## config.mk

```make
export PLATFORM = sky130hd
export DESIGN_NAME = dot4_mac_sequencer
export DESIGN_NICKNAME = d
export VERILOG_FILES = /design/src/rtl/dot4_mac_sequencer.sv
export SDC_FILE = /design/constraint.sdc
export NUM_CORES = 1
export LEC_CHECK = 0
export CAP_MARGIN = 20
export CORE_AREA = 2 2 176 178
export DETAILED_ROUTE_END_ITERATION = 10
export DIE_AREA = 0 0 178 180
export DONT_BUFFER_PORTS = 1
export GPL_ROUTABILITY_DRIVEN = 0
export PLACE_DENSITY = 0.53
export RECOVER_POWER = 25
export SYNTH_ARGS = -nofsm -noshare
export SYNTH_HDL_FRONTEND = slang
export SYNTH_SLANG_ARGS = --single-unit
```

## constraint.sdc

```tcl
create_clock -name clk -period 7.2 [get_ports clk]
set_input_delay 0.36 -clock clk [delete_from_list [all_inputs] [get_ports clk]]
set_output_delay 0.36 -clock clk [all_outputs]
set_load 0.03 [all_outputs]
```

## src/rtl/dot4_mac_sequencer.sv

```systemverilog
// rtl/dot4_mac_sequencer.sv - sequences a 4:1 operand mux and accumulates four products into one dot-product term
// Define DOT4_SIGNED_EN for two's complement operands; the default build multiplies unsigned.
module dot4_mac_sequencer #(
   parameter int DATA_W = 16,
   parameter int ACC_W  = 34
) (
   input  logic              clk,
   input  logic              rst_n,
   input  logic              start,
   output logic [1:0]        sel,
   input  logic [DATA_W-1:0] a_in,
   input  logic [DATA_W-1:0] b_in,
   output logic              busy,
   output logic [ACC_W-1:0]  result,
   output logic              result_valid,
   input  logic              result_ready
);

   typedef enum logic [1:0] {IDLE, RUN, DONE} state_t;

   state_t              state;
   logic [ACC_W-1:0]    acc;
   logic [2*DATA_W-1:0] prod_raw;
   logic [ACC_W-1:0]    prod_ext;
   logic [ACC_W-1:0]    acc_next;

`ifdef DOT4_SIGNED_EN
   always_comb begin
      prod_raw = $signed({{DATA_W{a_in[DATA_W-1]}}, a_in}) *
                 $signed({{DATA_W{b_in[DATA_W-1]}}, b_in});
      prod_ext = ACC_W'($signed(prod_raw));
   end
`else
   always_comb begin
      prod_raw = {{DATA_W{1'b0}}, a_in} * {{DATA_W{1'b0}}, b_in};
      prod_ext = ACC_W'(prod_raw);
   end
`endif

   // Operands are only consumed in RUN, so garbage on a_in/b_in elsewhere never reaches state.
   assign acc_next = acc + prod_ext;

   always_ff @(posedge clk or negedge rst_n) begin
      if (!rst_n) begin
         state        <= IDLE;
         sel          <= 2'd0;
         acc          <= '0;
         result       <= '0;
         result_valid <= 1'b0;
         busy         <= 1'b0;
      end else begin
         case (state)
            IDLE: begin
               sel <= 2'd0;
               if (start) begin
                  acc   <= '0;
                  busy  <= 1'b1;
                  state <= RUN;
               end
            end
            RUN: begin
               acc <= acc_next;
               if (sel == 2'd3) begin
                  result       <= acc_next;
                  sel          <= 2'd0;
                  result_valid <= 1'b1;
                  busy         <= 1'b0;
                  state        <= DONE;
               end else begin
                  sel <= sel + 2'd1;
               end
            end
            DONE: begin
               // Start is only honoured together with acceptance of the held result.
               if (result_ready) begin
                  result_valid <= 1'b0;
                  if (start) begin
                     acc   <= '0;
                     sel   <= 2'd0;
                     busy  <= 1'b1;
                     state <= RUN;
                  end else begin
                     state <= IDLE;
                  end
               end
            end
            default: state <= IDLE;
         endcase
      end
   end

endmodule

```

# After elaboration in Yosys (flattened, before gate mapping)
# Index checks and enable logic that the tools add are counted.
# totals
reg_bits,74
wordCells,44
# op_classes
addsub,2
n_mux,19
n_eq_ne,7
reduce_logical,9
n_mul,1
# ops
operator,count
case mux 34 bit (3 select lines),1
two-way mux 34 bit,2
adder 34 x 32 -> 34 bit,1
multiplier 16 x 16 -> 32 bit,1
two-way mux 2 bit,6
case mux 2 bit (3 select lines),2
AND reduction 3 bit,4
inequality test 2 bit (second input constant),4
two-way mux 1 bit,6
== test 2 bit (second input constant),2
AND reduction 2 bit,2
case mux 1 bit (3 select lines),1
nonzero test 3 bit,1
adder 2 x 1 -> 2 bit (second input constant),1
== test 2 x 1 -> 1 bit (second input constant),1
zero test 2 bit,1
case mux 1 bit (2 select lines),1
nonzero test 2 bit,1

# Depth between registers and ports, before layout
# depth
ltp_word,3
ltp_mapped,24

# Worst setup path after synthesis
# OpenSTA, ideal clock, no wires.
# synth_timing
path_kind,input to register
startpoint,input port a_in[10]
endpoint,register result[30]
path_stages,21
t_arrival_ns,5.606
setup_ns,0.132
required_time_ns,7.068
slack_ns,1.462
cell_sequence,clkbuf_1 nand2_1 fa_1 fa_1 fa_1 fa_1 inv_1 fa_1 inv_1 fa_1 inv_1 ha_1 buf_2 a21oi_1 o221ai_1 a21oi_1 nor4b_1 o32ai_1 o21ai_1 xnor2_1 o21ai_1
# synth_via
elab_chain_cells,2
# synth_lines
item,line_no,text
start: declaration,11,"input logic [DATA_W-1:0] a_in,"
multiplier 16 x 16 -> 32 bit,35,"prod_raw = {{DATA_W{1'b0}}, a_in} * {{DATA_W{1'b0}}, b_in};"
adder 34 x 32 -> 34 bit,41,assign acc_next = acc + prod_ext;
end signal: assignment,64,result <= acc_next;
end: declaration,14,"output logic [ACC_W-1:0] result,"
# Every way passes these cells.
# A chain may end at the register's enable or synchronous reset.

# Final worst setup path
# layout_timing
startpoint,input port a_in[7]
endpoint,register result[30]
# The elaborated chain is that of the path after synthesis.

==> results.md <==
- The flow ran to the end, but the final reports show violations.
- The final reports fail on max-capacitance violations, max-slew violations.
- The number of cells produced by synthesis is 1369.
- The reg-to-reg setup timing slack is 2.16 ns.
- From left edge to right edge, the die measures 178 microns.
- The total negative slack is 0 ns.
- The clock arrives with 0.0123 ns of skew.
- In the routed design, unresolved DRC markers number 0.
- Setup repair after global routing left no endpoint under its margin.
- The most frequent standard cell in the layout excluding fill and tap cells is inv_1.
- The final route contains 8547 vias.
- The count of unique library cells instantiated by Yosys is 42.
- The via count normalized by instance count is 4.96.
- The initial cell density of the core is 41.2%.
- Of all nets on the critical path, the largest fanout is 16.
- The type of the worst setup path is input port to flip-flop.
- The worst flop-to-flop path startpoint is acc[10].
- The total overflow left after global routing is 0.
- The floorplan step defined a core boundary enclosing 30200 sq um.
- The detailed router finished its first iteration with 579 violations.
- Global routing used 20.4% of the available tracks.
- The endpoint identified for the worst register-to-register timing path is result[29].
- The tightest min-delay check is of the input port to flip-flop type.
- For this run, asynchronously set or reset flops after synthesis account for 100%.
- The first global-routing pass estimated 51500 microns of wire.
- Sorting the synthesized cells by area gives the leading types as fa_1 (36%), dfrtp_1 (15%), ha_1 (11%), inv_1 (10%), and2_1 (6.1%).
- Among the stages of the critical path, the cell type that occurs most often is fa_1.
- The maximum number of pins on one net before global-route repair is 75.
- The predominant post-synthesis flop cell is dfrtp_1.
- The critical path capture point type is a flip-flop.
- The final count of pins violating max slew is 75.
- Counting flops with a built-in enable in the synthesized netlist gives 0.
- The number of synthesized register bits is 74.
- The number of nets in the layout is 1692.
- Gates resized during post-CTS repair numbered 0.
- The first detailed-routing pass took 5 iterations.
- The smallest clock period supported by the final layout is computed as 5.75 ns.
- The cell type with the highest aggregate area in the netlist is fa_1.
- The worst hold path passes through 2 cells.
- The number of H-tree branching levels is 3.
- The share of cells above drive strength 1 is 3.24%.
- The detailed placement HPWL is 25100 microns.
- In the layout the commonest cells are inv_1 (333), fa_1 (226), nand2_1 (186).
- During I/O placement, the number of pins put on the boundary was 74.
- The total standard cell area after synthesis is 12400 sq um.
- The routed wire length is 30100 microns.
- Dividing the detail-routed wire length by the instance count gives 17.5 microns.
- The slowest stage of the critical path belongs to the cell fa_1.
- The floorplan has 64 rows.
- A synthesized cell averages 9.08 sq um.
- In this run, CTS created clock tree buffers numbering 9.
- The critical path goes through and2_1 > fa_1 > inv_1 > fa_1 > fa_1 > fa_1 > inv_1 > fa_1 > inv_1 > fa_1 > inv_1 > ha_1 > a21oi_1 > o221ai_1 > a21oi_1 > nor4b_1 > o32ai_1 > o21ai_1 > xnor2_1 > o21ai_1.
- The share of the synthesized area in the top cell type is 36.4%.
- Measured in cells, the most critical reg-to-reg path has a length of 17.
- TritonCTS built the clock tree.
- The number of antenna violations at the first check in global routing is 0.
- The count of buffers added by post-CTS timing repair for setup is 0.
- For this run, the register share of the synthesized area comes to 14.9%.
- The number of warnings issued by yosys is 0.
- The filler cells instantiated in the layout total 2998.
- The worst hold path begins at start.
- When the netlist entered floorplanning its net count stood at 1739.
- 0 antenna diodes ended up in the layout.
- The stage delay of the slowest cell on the critical path is 0.59 ns.
- The worst hold path terminates at state[0].
- The clock latency reported for the late side of the worst-skew pair is 0.34 ns.
- For the pin with the worst max-slew slack, the measured transition is 4.09 ns.
- The startpoint type of the worst setup path is an input port.
- The maximum buffer depth of the clock tree is 2.
- The highest clock frequency the design can meet is 174 MHz.
- The clock-pin slew of the registers on the worst-case setup and hold paths is 0.06 ns.
- The die boundary height is 180 microns.
- Relative to the synthesized area, the layout overhead comes to 5.10%.
- The total of hold buffers inserted after clock tree synthesis is 2.
- The die covers 32000 sq um.
- The worst path arrival time is 5.94 ns.
- Measured against its own limit, the worst slew margin works out to -173%.
- The hold violation total from the final report is 0.
- The tool flagged a number of max-cap violations equal to 1.
- The remaining antenna violation count is 0.
- The number of sinks handled by clock tree synthesis is 74.
- The via count of the first global-routing pass is 9084.
- Setup violations remaining at the end of the flow were counted as 0.
- The ratio of final minimum period to clock period is 79.9%.
- STA puts the critical path data required time at 7.38 ns.
- The number of port buffers is 0.
- The tree is rooted in a clkbuf_16.
## area by class of cell
class,count,area (sq um),share of cell area (%)
clock buffers,9,225,1.72
clock inverters,7,124,0.948
inverters,333,1250,9.57
multi-input cells,900,9090,69.6
flip-flops and latches,74,1850,14.2
well taps,396,495,3.79
repair buffers,4,28.8,0.220
## critical path, delay by kind of cell
| family | cells | cell delay [ns] |
|---|---|---|
| simple gates | 2 | 0.27 |
| compound gates | 6 | 1.45 |
| buf+inv | 4 | 0.21 |
| xor+xnor | 1 | 0.23 |
| fa+ha+maj | 7 | 3.40 |
## cell usage after synthesis (2+ instances only)
master,n
a221o_1,2
o21ai_1,33
nand4_1,6
o21a_1,2
o21bai_1,7
inv_1,333
and2_1,121
dfrtp_1,74
xnor2_1,14
o21ai_0,14
a22o_1,24
fa_1,226
a211oi_1,2
clkbuf_1,57
nor2b_1,3
a31oi_1,6
nor2_1,20
a21oi_1,35
xor2_1,17
ha_1,108
a21o_1,12
nor3_1,7
buf_2,4
nand3_1,15
mux2_2,21
nand2_1,187
and3_1,4
## layer usage
| layer | up-vias | global-route usage, % | wire, microns |
|---|---|---|---|
| met2 | 182 | 28.5 | 12300 |
| met4 | 0 | 3.21 | 314 |
| met5 | - | 0 | 0 |
| met3 | 21 | 2.92 | 1640 |
| li1 | 4014 | - | - |
| met1 | 4330 | 33.5 | 15800 |
## state kept, by name, summed over array words and instances, names as in the netlist
signal	cells
acc	34
busy	1
sel	2
state	2
result	34
result_valid	1
## how the worst max path moves through the flow
stage	startpoint	to	slack, ns	depth (start not counted)
2_1_floorplan	a_in[10]	result[30]	1.46	21
3_3_place_gp	a_in[7]	result[30]	1.17	20
3_5_place_dp	a_in[7]	result[30]	1.11	20
4_1_cts	a_in[7]	result[30]	1.46	20
5_1_grt	a_in[11]	result[29]	1.14	20
6_report	a_in[7]	result[30]	1.45	20
## cells by family after synthesis
group,Yosys count,share of synthesized area (%)
muxes,22,1.99
adders and majority gates,334,47.3
xor gates and xnor gates,31,2.18
buffers and inverters,395,12.0
DFF,74,14.9
AOI/OAI and AO/OA,148,7.65
and+or+nand+nor,365,14.0
## through the flow
step	util (%)	cell area (sq um)	hold WS (ns)	worst slack, ns	cells
2_1_floorplan	-	12400	0.0644	1.46	1369
3_3_place_gp	42.1	12700	0.0683	1.17	1705
3_5_place_dp	42.1	12700	0.0679	1.11	1705
4_1_cts	43.4	13100	0.155	1.46	1723
5_1_grt	43.3	13100	0.194	1.14	1723
6_report	43.3	13100	0.170	1.45	1723
Power is not shown: default switching activity piles up to over one toggle a cycle in this logic, so the estimate is an artifact.
